===== src/rtl/axis_integrator.sv =====
// ============================================================================
// axis_integrator
//
// Streaming integrator with an optional leak. The design sits between an
// AXI-Stream slave and master port. Each accepted input sample is added into
// a signed accumulator. The shifted accumulator value, or the raw sample in
// bypass mode, appears on the output one cycle later through a one-entry
// output register.
//
// Parameters:
//   AXIS_TDATA_WIDTH : sample width (signed two's complement), in and out
//   ACC_WIDTH        : accumulator width, at least AXIS_TDATA_WIDTH+1
//   OUT_SHIFT        : arithmetic right shift from accumulator to output
//   LEAK_SHIFT       : leak coefficient 2^-LEAK_SHIFT, 0 disables the leak
//
// Ports:
//   aclk, aresetn         : clock, asynchronous active-low reset
//   enable                : 1 = integrate, 0 = bypass the sample
//   clear                 : synchronous level-sensitive accumulator clear
//   S_AXIS_tvalid/tdata   : input stream
//   S_AXIS_tready         : input accepted when output slot is free/draining
//   M_AXIS_tvalid/tdata   : output stream
//   M_AXIS_tready         : downstream accepts the output
//
// Optional feature:
//   AXIS_INTEGRATOR_SATURATE_EN : when defined, the accumulator and the
//   shifted output saturate instead of wrapping.
// ============================================================================
module axis_integrator #(
    parameter int AXIS_TDATA_WIDTH = 16,
    parameter int ACC_WIDTH        = 32,
    parameter int OUT_SHIFT        = 0,
    parameter int LEAK_SHIFT       = 0
) (
    input  logic                        aclk,
    input  logic                        aresetn,
    input  logic                        enable,
    input  logic                        clear,
    input  logic                        S_AXIS_tvalid,
    input  logic [AXIS_TDATA_WIDTH-1:0] S_AXIS_tdata,
    output logic                        S_AXIS_tready,
    input  logic                        M_AXIS_tready,
    output logic                        M_AXIS_tvalid,
    output logic [AXIS_TDATA_WIDTH-1:0] M_AXIS_tdata
);

    localparam int TW = AXIS_TDATA_WIDTH;
    localparam int AW = ACC_WIDTH;

    logic signed [AW-1:0] r_acc;
    logic                 r_mValid;
    logic [TW-1:0]        r_mData;

    logic                 w_sReady;
    logic                 w_accept;
    logic signed [AW-1:0] w_sext;
    logic signed [AW-1:0] w_leak;
    logic signed [AW-1:0] w_accSum;
    logic signed [AW-1:0] w_accNext;
    logic [TW-1:0]        w_outData;

    // The output slot can take a new beat when it is empty or draining this cycle.
    assign w_sReady      = aresetn && (!r_mValid || M_AXIS_tready);
    assign w_accept      = S_AXIS_tvalid && w_sReady;
    assign S_AXIS_tready = w_sReady;
    assign M_AXIS_tvalid = r_mValid;
    assign M_AXIS_tdata  = r_mData;

    assign w_sext = {{(AW-TW){S_AXIS_tdata[TW-1]}}, S_AXIS_tdata};

    generate
        if (LEAK_SHIFT > 0) begin : g_leak
            assign w_leak = r_acc >>> LEAK_SHIFT;
        end else begin : g_noLeak
            assign w_leak = '0;
        end
    endgenerate

`ifdef AXIS_INTEGRATOR_SATURATE_EN
    // acc - leak never leaves the accumulator range, so one extra bit is
    // enough to see an overflow from adding the sample.
    logic signed [AW:0]   w_accWide;
    logic signed [AW-1:0] w_shifted;

    assign w_accWide = {r_acc[AW-1], r_acc} - {w_leak[AW-1], w_leak}
                     + {w_sext[AW-1], w_sext};

    always_comb begin
        w_accSum = w_accWide[AW-1:0];
        if (w_accWide[AW] != w_accWide[AW-1]) begin
            w_accSum = w_accWide[AW] ? {1'b1, {(AW-1){1'b0}}}
                                     : {1'b0, {(AW-1){1'b1}}};
        end
    end

    assign w_accNext = clear ? w_sext : w_accSum;
    assign w_shifted = w_accNext >>> OUT_SHIFT;

    // In range only when every bit above the output sign bit matches it.
    always_comb begin
        w_outData = w_shifted[TW-1:0];
        if (!((&w_shifted[AW-1:TW-1]) || !(|w_shifted[AW-1:TW-1]))) begin
            w_outData = w_shifted[AW-1] ? {1'b1, {(TW-1){1'b0}}}
                                        : {1'b0, {(TW-1){1'b1}}};
        end
    end
`else
    assign w_accSum  = r_acc - w_leak + w_sext;
    assign w_accNext = clear ? w_sext : w_accSum;
    assign w_outData = TW'(w_accNext >>> OUT_SHIFT);
`endif

    // Accumulator and output register. A load and a drain in the same cycle
    // simply reloads the slot, so beats can follow back to back. A clear that
    // arrives without a beat zeroes only the accumulator. Any pending output
    // stays untouched.
    always_ff @(posedge aclk or negedge aresetn) begin
        if (!aresetn) begin
            r_acc    <= '0;
            r_mValid <= 1'b0;
            r_mData  <= '0;
        end else begin
            if (w_accept) begin
                r_mValid <= 1'b1;
                r_mData  <= enable ? w_outData : S_AXIS_tdata;
                if (clear || enable) begin
                    r_acc <= w_accNext;
                end
            end else begin
                if (M_AXIS_tready) begin
                    r_mValid <= 1'b0;
                end
                if (clear) begin
                    r_acc <= '0;
                end
            end
        end
    end

endmodule

===== config.mk =====
export PLATFORM = sky130hd
export DESIGN_NAME = axis_integrator
export DESIGN_NICKNAME = d
export VERILOG_FILES = /design/src/rtl/axis_integrator.sv
export SDC_FILE = /design/constraint.sdc
export NUM_CORES = 1
export LEC_CHECK = 0
export CAP_MARGIN = 10
export CORE_MARGIN = 4
export CORE_UTILIZATION = 50
export CTS_CLUSTER_SIZE = 14
export DETAILED_ROUTE_END_ITERATION = 7
export PLACE_DENSITY = 0.76
export SYNTH_ARGS = -nofsm -noshare
export SYNTH_HDL_FRONTEND = slang
export SYNTH_SLANG_ARGS = --single-unit

===== constraint.sdc =====
create_clock -name aclk -period 5.6 [get_ports aclk]
set_clock_uncertainty 0.15 [all_clocks]
set_input_delay 0.56 -clock aclk [delete_from_list [all_inputs] [get_ports aclk]]
set_output_delay 0.56 -clock aclk [all_outputs]
set_load 0.03 [all_outputs]

* After elaboration in Yosys (flattened, before gate mapping)
Cells that the tools add are included.
Operators by class: add/subtract/negate cells 1, eq/ne operators 1, mux-type cells 7, reduce and logical (&&, ||, !) cells 8
Operators by type and width (number):
- 32-bit 2-to-1 mux | 4
- 32-bit by 16-bit adder with 32-bit output | 1
- 16-bit 2-to-1 mux | 1
- 2-bit nonzero test | 2
- 1-bit logical AND | 2
- 1-bit logical OR | 2
- 1-bit 2-to-1 mux | 2
- 2-bit by 1-bit inequality test with 1-bit output, second input constant | 1
- 2-bit AND reduction | 1
- 1-bit zero test | 1
Word-level totals: register bits 49, input bits 22, output and inout port bits 18, logic and storage cells 20

* Longest topological paths before layout
Gate-level depths: netlist of run 1.
word-level depth 6, depth in mapped cells 9, depth with buffers taken out 9

* Least setup slack after synthesis of run 1
No wires, ideal clock.
path kind input to register, start point input S_AXIS_tdata[1], end point register r_mData[15], in the netlist M_AXIS_tdata[15], arrival time 2496 ps, path slack 2872 ps, stages on the path 8, path through ha_1 -> a211o_1 -> a211oi_4 -> nor4b_4 -> o31a_4 -> xnor2_2 -> or3_1 -> a31oi_1
On the way: longest elaborated chain between the ends 3
RTL lines:
- start, declared | RTL line 40 | input logic [AXIS_TDATA_WIDTH-1:0] S_AXIS_tdata,
- 32-bit by 16-bit adder with 32-bit output | RTL line 108 | assign w_accSum = r_acc - w_leak + w_sext;
- 32-bit 2-to-1 mux | RTL line 109 | assign w_accNext = clear ? w_sext : w_accSum;
- 16-bit 2-to-1 mux | RTL line 125 | r_mData <= enable ? w_outData : S_AXIS_tdata;
- end signal, assigned | RTL line 125
- end, declared | RTL line 52 | logic [TW-1:0] r_mData;
Every way passes these cells. A chain may end at the register's enable or synchronous reset.

* Worst setup path in the final report of run 1
Same ends and word-level chain as after synthesis.

==> results of run 1 <==
==> routing by layer <==
layer,up-vias,global-route usage,wire [µm]
met2,30,0.340,2410
met4,0,0.0534,55
met1,929,0.232,2210
met5,-,0,0
li1,970,-,-
met3,6,0.0454,167
==> synthesized netlist by cell type, types with 3 or more instances <==
| cell type | count | area share |
|---|---|---|
| nor2_1 | 15 | 0.025 |
| nor2b_1 | 4 | 0.011 |
| ha_1 | 15 | 0.084 |
| xnor2_1 | 9 | 0.035 |
| dfrtp_1 | 33 | 0.37 |
| o21a_1 | 6 | 0.020 |
| and3_1 | 3 | 0.0084 |
| a211o_1 | 3 | 0.012 |
| mux2i_1 | 10 | 0.045 |
| nand2_1 | 35 | 0.059 |
| o21ai_0 | 23 | 0.051 |
| a21o_1 | 5 | 0.017 |
| xor2_1 | 3 | 0.012 |
| clkbuf_1 | 9 | 0.015 |
| nor3_1 | 3 | 0.0067 |
| nand3_1 | 16 | 0.036 |
| a21oi_1 | 16 | 0.036 |
==> registers in the layout, summed over array words and instances (netlist names) <==
register,cells
M_AXIS_tdata,16
r_acc,16
M_AXIS_tvalid,1
==> through the flow <==
stage | hold slack, ps | instances | setup slack, ps
2_1_floorplan | 114 | 247 | 2870
3_3_place_gp | 314 | 330 | 2260
3_5_place_dp | 315 | 330 | 2210
4_1_cts | 330 | 336 | 2510
5_1_grt | 374 | 336 | 2320
6_report | 328 | 336 | 2510
==> power by group <==
group | leakage [nW] | switching (mW) | internal [mW]
combinational | 0.805 | 0.157 | 0.130
sequential | 0.419 | 0.0185 | 0.272
clock | 0.0399 | 0.0820 | 0.0816
total | 1.26 | 0.257 | 0.484
==> worst max-delay path: cells and delay by family <==
family                     cells  cell delay, ps
AOI/OAI and AO/OA              4            1190
buffers and inverters          1             500
and+or+nand+nor                2             410
adders and majority gates      1             350
xor gates and xnor gates       1             130
==> logic make-up after synthesis <==
| family | count (synthesis) | share of synthesized area |
|---|---|---|
| compound gates | 75 | 0.228 |
| xor+xnor | 13 | 0.0541 |
| fa+ha+maj | 16 | 0.0926 |
| buf+inv | 11 | 0.0190 |
| flops | 33 | 0.368 |
| mux | 10 | 0.0446 |
| simple gates | 89 | 0.194 |
==> worst paths after layout <==
check | start | end | slack [ps] | depth (start not counted)
worst min register to register | M_AXIS_tdata[9]$_DFFE_PN0P_ | M_AXIS_tdata[9]$_DFFE_PN0P_ | 330 | 2
worst max-delay path | S_AXIS_tdata[1] | M_AXIS_tdata[15]$_DFFE_PN0P_ | 2510 | 9
min in group asynchronous | aresetn | M_AXIS_tdata[13]$_DFFE_PN0P_ | 540 | 2
worst max register to register | r_acc[0]$_DFFE_PN0P_ | r_acc[12]$_DFFE_PN0P_ | 2890 | 9
worst min-delay path | M_AXIS_tdata[9]$_DFFE_PN0P_ | M_AXIS_tdata[9]$_DFFE_PN0P_ | 330 | 2
max in group asynchronous | aresetn | M_AXIS_tdata[6]$_DFFE_PN0P_ | 4460 | 2
==> layout make-up <==
type	instances	area, µm²	share of cell area
flip-flops and latches	33	826	0.300
clock buffers	5	68.8	0.0250
multi-input cells	203	1380	0.500
repair buffers	42	413	0.150
clock inverters	1	5.00	0.00182
well taps	52	65.1	0.0236
==> impl_metrics.toml, run 1 <==
[run_status]
outcome = "completed"

[sta]
tns_ps = 0
fin_crit_ps = 3090
setup_violations = 0
drv_slew = 0
post-route-period-util = 0.552
max_freq_ghz = 0.324
relSlewSlack = 0.543
worstMarginPinSlew_ps = 684
hold_viol_final = 0
rsz0062_at_grt = "false"

[cells_and_area]
antenna_cells = 0
layout_common_cells = "clkdlybuf4s50_1 (39), nand2_1 (35), dfrtp_1 (33), o21ai_0 (23)"
nets = 323
final_common_cell = "clkdlybuf4s50_1"
fillCellCount = 386
drive_gt1_frac = 0.0634
final_cell_area_um2 = 2750
area_growth_pct = 22.7
final_core_util = 0.632

[floorplan]
initial_core_util = 0.515
die_x_um = 75.0
pin_count = 40
coreArea_um2 = 4350
dieArea_um2 = 5620
rows = 24
die_height_um = 75.0

[synth]
synth_edf_count = 0
syn_area_um2 = 2240
yosys_warnings = 0
ys_seq_elements = 33
ys_seq_area_frac = 0.368
ys_types = 46
syn_inst = 247
avgSynthCellArea_um2 = 9.08
syn_nets = 285
synth_ff_type = "dfrtp_1"
async_flop_share = 1.00

[route]
drc = 0
dr.pass1.iters = 4
via_per_inst = 5.76
vias = 1935
antenna_left = 0
wl_um = 4850
wl_per_cell_um = 14.4
initialDrtViolationCount = 82

[clock_network]
clk_pin_slew_ps = 60
hold_buffers = 0
clk_latency_ps = 280
post_cts_resized = 0
cts_buffers = 5
ctsHtreeMaxLevel = 2
cts_sinks = 33
cts_max_path_buffers = 2
cts_tree = "yes"
ctsRootBufferMaster = "clkbuf_8"
post_cts_buffers = 0

[global_routing]
grt_overflow = 0
grt_use_total = 0.192
grt_pass1_vias = 1942
grt_max_degree = 36
grt_pass1_wl_um = 8460
antenna_found_initial = 0

[worst_hold_path]
min_path_type = "register to register"

[pwr]
total_leakage_power_nw = 1.26
p_total_mw = 0.741
p_per_area_nw_per_um2 = 269
ir_drop_v = 0.000167

[worst_setup_path]
cp-start-kind = "input port"
worst_setup_path_end_kind = "register"
worstPathArrival_ps = 3150
crit_required_ps = 5660
crit_chain = "clkdlybuf4s50_1 > ha_1 > a211o_1 > a211oi_4 > nor4b_4 > o31a_4 > xnor2_2 > or3_1 > a31oi_1"
cp_slowest_stage_delay_ps = 500
cp_max_fo = 4
slowest_stage = "clkdlybuf4s50_1"
path_class = "input port to register"

[placement]
dpl_cell_area_um2 = 2680
io_buffers = 39
dp.final_hpwl_um = 3590
place.gp.congestion = 0.828

[run]
max_cap_violations = 0
Note: power is estimated with default switching activity, not from simulation.
==> inputs of run 2 (changes only) <==
==> constraint.sdc (replaced) <==
create_clock -name aclk -period 2.93 [get_ports aclk]
set_clock_uncertainty 0.15 [all_clocks]
set_input_delay 0.293 -clock aclk [delete_from_list [all_inputs] [get_ports aclk]]
set_output_delay 0.293 -clock aclk [all_outputs]
set_load 0.03 [all_outputs]
==> run 2 against run 1 <==
Against the previous run:
- routed wire length rose by 6.0%
- die area unchanged
- largest cell class unchanged
- final cell count up 5.4%
==> impl_metrics.toml, run 2 (synthesized netlist as in run 1, its figures left out) <==
[cells_and_area]
antenna_cells = 0
nets = 340
fillCellCount = 362
drive_gt1_frac = 0.119
final_common_cell = "clkdlybuf4s50_1"
final_cell_area_um2 = 2890
final_core_util = 0.664
area_growth_pct = 28.9
layout_common_cells = "clkdlybuf4s50_1 (37), nand2_1 (35), dfrtp_1 (33), o21ai_0 (23), buf_4 (21)"

[sta]
whs_ps = 60.4
post-route-period-util = 0.923
hold_viol_final = 0
rsz0062_at_grt = "false"
fin_crit_ps = 2700
worstMarginPinSlew_ps = 649
setup_ws_ps = 227
drv_slew = 0
relSlewSlack = 0.566
setup_violations = 0
max_freq_ghz = 0.370

[pwr]
total_leakage_power_nw = 1.36
pwr-share-clk = 0.232
p_switching_mw = 0.502
ir_drop_v = 0.000270
p_int_mw = 0.977
p_per_area_nw_per_um2 = 511
combinationalPowerShare = 0.392
power_frac_seq = 0.376
swShare = 0.339

[global_routing]
grt_overflow = 0
grt_max_degree = 34
grt_pass1_wl_um = 8700
grt_use_total = 0.201
antenna_found_initial = 0
grt_pass1_vias = 2010

[worst_setup_path]
cp_slowest_stage_delay_ps = 420
cp.buffers_inverters = 1
crit_family = "compound AO/OA/AOI/OAI gates"
worstPathArrival_ps = 2720
cp-start-kind = "input port"
worst_setup_path_end_kind = "register"
path_class = "input port to register"
slowest_stage = "clkdlybuf4s50_1"
r2r_start = "r_acc[1]$_DFFE_PN0P_"
crit_required_ps = 2950
startpoint = "S_AXIS_tdata[0]"
cp_max_fo = 3
r2r_cells = 8
crit_chain = "clkdlybuf4s50_1 > ha_1 > fa_1 > a21o_2 > a31oi_1 > a211oi_1 > o21ai_1 > xor2_1 > nor3_1 > a311o_1"
r2r_setup_slack_ps = 290
r2r-end = "M_AXIS_tdata[15]$_DFFE_PN0P_"

[placement]
dpl_cell_area_um2 = 2800
place.gp.congestion = 0.880
post-place-ws_ps = -138
io_buffers = 39
dp.final_hpwl_um = 3840

[route]
antenna_left = 0
initialDrtViolationCount = 86
dr.max_layer_used = "met4"
vias = 2033
drc = 0
wl_met3_um = 228
dr.pass1.iters = 4
via_per_inst = 5.74
wl_met1_um = 2320
dr_wl_met2_um = 2520
wl_um = 5140
wl_per_cell_um = 14.5

[floorplan]
pin_count = 40
coreArea_um2 = 4350
die_height_um = 75.0
rows = 24
dieArea_um2 = 5620
initial_core_util = 0.515
die_x_um = 75.0

[clock_network]
ctsHtreeMaxLevel = 2
clk_pin_slew_ps = 60
ctsRootBufferMaster = "clkbuf_8"
cts_max_path_buffers = 2
hold_buffers = 0
cts_sinks = 33
cts_tree = "yes"
cts_buffers = 5
clk_latency_ps = 280
post_cts_buffers = 0
post_cts_resized = 0

[run]
max_cap_violations = 0

[run_status]
outcome = "completed"

[worst_hold_path]
min_path_type = "input port to async pin"
-- run 2: changes by cell type in the layout (fill, tap and decap cells not counted) --
cell             change
buf_4               +18
clkbuf_1             +1
clkbuf_8             +1
clkdlybuf4s50_1      -2
clkinv_2             -1
dlymetal6s2s_1       +1
-- run 2: metrics by stage --
stage / std cells / TNS [ps] / power [mW]
floorplan: 247 / 0 / 0.924
global placement: 347 / -186 / 1.14
detailed placement: 347 / -395 / 1.15
CTS: 354 / 0 / 1.50
global route: 354 / 0 / 1.58
finish: 354 / 0 / 1.48
-- run 2: layout make-up --
| cell class | count | area, µm² | area share |
|---|---|---|---|
| Tap cell | 52 | 65.1 | 0.0225 |
| Clock buffer | 7 | 86.3 | 0.0298 |
| Timing Repair Buffer | 59 | 541 | 0.187 |
| Sequential cell | 33 | 826 | 0.285 |
| Multi-Input combinational cell | 203 | 1380 | 0.475 |
-- run 2: how the worst max path moves through the flow --
| stage | end | slack, ps | cells past startpoint |
|---|---|---|---|
| floorplan | M_AXIS_tdata[15]$_DFFE_PN0P_ | 370 | 8 |
| global placement | M_AXIS_tdata[15]$_DFFE_PN0P_ | -100 | 9 |
| detailed placement | M_AXIS_tdata[15]$_DFFE_PN0P_ | -140 | 9 |
| CTS | M_AXIS_tdata[15]$_DFFE_PN0P_ | 140 | 9 |
| global route | r_acc[14]$_DFFE_PN0P_ | 70 | 10 |
| finish | r_acc[14]$_DFFE_PN0P_ | 230 | 10 |
-- run 2: per-layer routing --
layer / vias to the layer above / track usage
met5: - / 0
met4: 0 / 0.0791
met3: 6 / 0.0414
met2: 42 / 0.346
met1: 974 / 0.246
li1: 1011 / -
-- run 2: power groups by stage --
stage / Sequential [mW] / Clock (mW) / Combinational (mW)
after floorplan: 0.652 / 0 / 0.273
after global placement: 0.562 / 0 / 0.575
after detailed placement: 0.565 / 0 / 0.582
after CTS: 0.557 / 0.356 / 0.585
after global routing: 0.564 / 0.377 / 0.635
final: 0.556 / 0.343 / 0.580
==> inputs of run 3 (changes only) <==
--- a/config.mk
+++ b/config.mk
@@ -7,10 +7,10 @@
 export LEC_CHECK = 0
 export CAP_MARGIN = 10
 export CORE_MARGIN = 4
-export CORE_UTILIZATION = 50
+export CORE_UTILIZATION = 53
 export CTS_CLUSTER_SIZE = 14
 export DETAILED_ROUTE_END_ITERATION = 7
-export PLACE_DENSITY = 0.76
+export PLACE_DENSITY = 0.8
 export SYNTH_ARGS = -nofsm -noshare
 export SYNTH_HDL_FRONTEND = slang
 export SYNTH_SLANG_ARGS = --single-unit
==> run 3 against run 2 <==
Against the previous run:
- core utilization rose by 4.0 points
- first-iteration DRC count fell by 16%
- routed wire length rose by 2.3%
- power rose by 0.22%
- critical path depth fell by 1
- clock power rose by 3%
- via count fell by 1.0%
- sequential share of layout area rose by 0.35 points
- clock-buffer cell count did not move
- non-clock buffer count fell by 4
- design area fell by 1.2%
- setup slack got worse by 120 ps
- critical path type unchanged
- largest power group unchanged
==> impl_metrics.toml, run 3 (synthesized netlist as in run 1, its figures left out) <==
[cells_and_area]
drive_gt1_frac = 0.107
antenna_cells = 0
area_growth_pct = 27.4
layout_common_cells = "clkdlybuf4s50_1 (38), nand2_1 (35), dfrtp_1 (33), o21ai_0 (23), buf_4 (17)"
final_cells = 348
final_cell_area_um2 = 2860
nets = 336
final_core_util = 0.704
final_common_cell = "clkdlybuf4s50_1"

[sta]
tns_ps = 0
setup_violations = 0
whs_ps = 122
setup_ws_ps = 105
drv_slew = 0
rsz0062_at_grt = "false"
worstMarginPinSlew_ps = 642
hold_viol_final = 0
post-route-period-util = 0.964
max_freq_ghz = 0.354
relSlewSlack = 0.571
fin_crit_ps = 2830

[placement]
post-place-ws_ps = -191
dp.final_hpwl_um = 3830
io_buffers = 39
place.gp.congestion = 0.856
dpl_cell_area_um2 = 2770
dp.cells = 341

[global_routing]
grt_overflow = 0
grt_max_degree = 34
grt_use_total = 0.215
grt_pass1_vias = 2099
antenna_found_initial = 0
grt_pass1_wl_um = 9150

[clock_network]
post_cts_buffers = 0
cts_tree = "yes"
cts_sinks = 33
clk_pin_slew_ps = 70
clk_latency_ps = 280
ctsHtreeMaxLevel = 2
hold_buffers = 0
cts_max_path_buffers = 2
cts_buffers = 5
post_cts_resized = 0
ctsRootBufferMaster = "clkbuf_8"

[worst_setup_path]
crit_required_ps = 2990
worst_setup_path_end_kind = "register"
crit_family = "compound AO/OA/AOI/OAI gates"
startpoint = "S_AXIS_tdata[1]"
cp_max_fo = 4
cp.buffers_inverters = 1
path_class = "input port to register"
crit_chain = "clkdlybuf4s50_1 > ha_1 > a211o_1 > a211oi_4 > nor4b_4 > o31a_4 > xnor2_2 > or3_1 > a31oi_1"
cp-start-kind = "input port"
r2r_start = "r_acc[1]$_DFFE_PN0P_"
slowest_stage = "clkdlybuf4s50_1"
worstPathArrival_ps = 2880
cp_slowest_stage_delay_ps = 510

[pwr]
combinationalPowerShare = 0.387
swShare = 0.345
p_switching_mw = 0.512
total_leakage_power_nw = 1.33
p_per_area_nw_per_um2 = 519
power_frac_seq = 0.375
pwr-share-clk = 0.238
ir_drop_v = 0.000335
p_total_mw = 1.48
p_int_mw = 0.971

[route]
wl_um = 5250
dr.pass1.iters = 4
drc = 0
initialDrtViolationCount = 72
via_per_inst = 5.78
antenna_left = 0
vias = 2012
wl_per_cell_um = 15.1

[floorplan]
dieArea_um2 = 5340
pin_count = 40
initial_core_util = 0.553
die_height_um = 73.1
rows = 23
coreArea_um2 = 4060
die_x_um = 73.1

[run_status]
outcome = "completed"

[worst_hold_path]
min_path_type = "input port to async pin"

[run]
max_cap_violations = 0
## run 3: worst paths after layout
kind	end	slack, ps	cells past startpoint
max in group asynchronous	r_acc[4]$_DFFE_PN0P_	1810	2
worst max-delay path	M_AXIS_tdata[15]$_DFFE_PN0P_	100	9
min in group aclk	M_AXIS_tdata[9]$_DFFE_PN0P_	330	2
worst min register to register	M_AXIS_tdata[9]$_DFFE_PN0P_	330	2
worst max register to register	M_AXIS_tdata[15]$_DFFE_PN0P_	250	8
worst min-delay path	M_AXIS_tvalid$_DFFE_PN0P_	120	1
## run 3: layout make-up
cell class / count / area (µm²)
tap: 50 / 62.6
fill: 334 / 1200
multi-input combinational: 203 / 1380
sequential: 33 / 826
clock buffer: 7 / 86.3
timing repair buffer: 55 / 508
## run 3: power by group through the flow
stage	logic, mW	clock network [mW]	registers [mW]
6_report	0.574	0.352	0.556
3_3_place_gp	0.565	0	0.562
5_1_grt	0.626	0.382	0.564
2_1_floorplan	0.273	0	0.652
4_1_cts	0.579	0.359	0.556
3_5_place_dp	0.576	0	0.564
## run 3: worst register-to-register path, stage by stage, from the launching register on
cell	delay [ps]
dfrtp_1	420
ha_1	310
a211o_1	320
a211oi_4	340
nor4b_4	90
o31a_4	370
xnor2_2	130
or3_1	300
a31oi_1	170
## run 3: per-layer routing
layer	routed length (µm)	global-route usage	up-vias	share of wire
li1	-	-	1002	-
met1	2330	0.253	961	0.44
met2	2620	0.387	39	0.50
met3	213	0.0441	10	0.041
met4	89	0.0676	0	0.017
met5	0	0	-	0
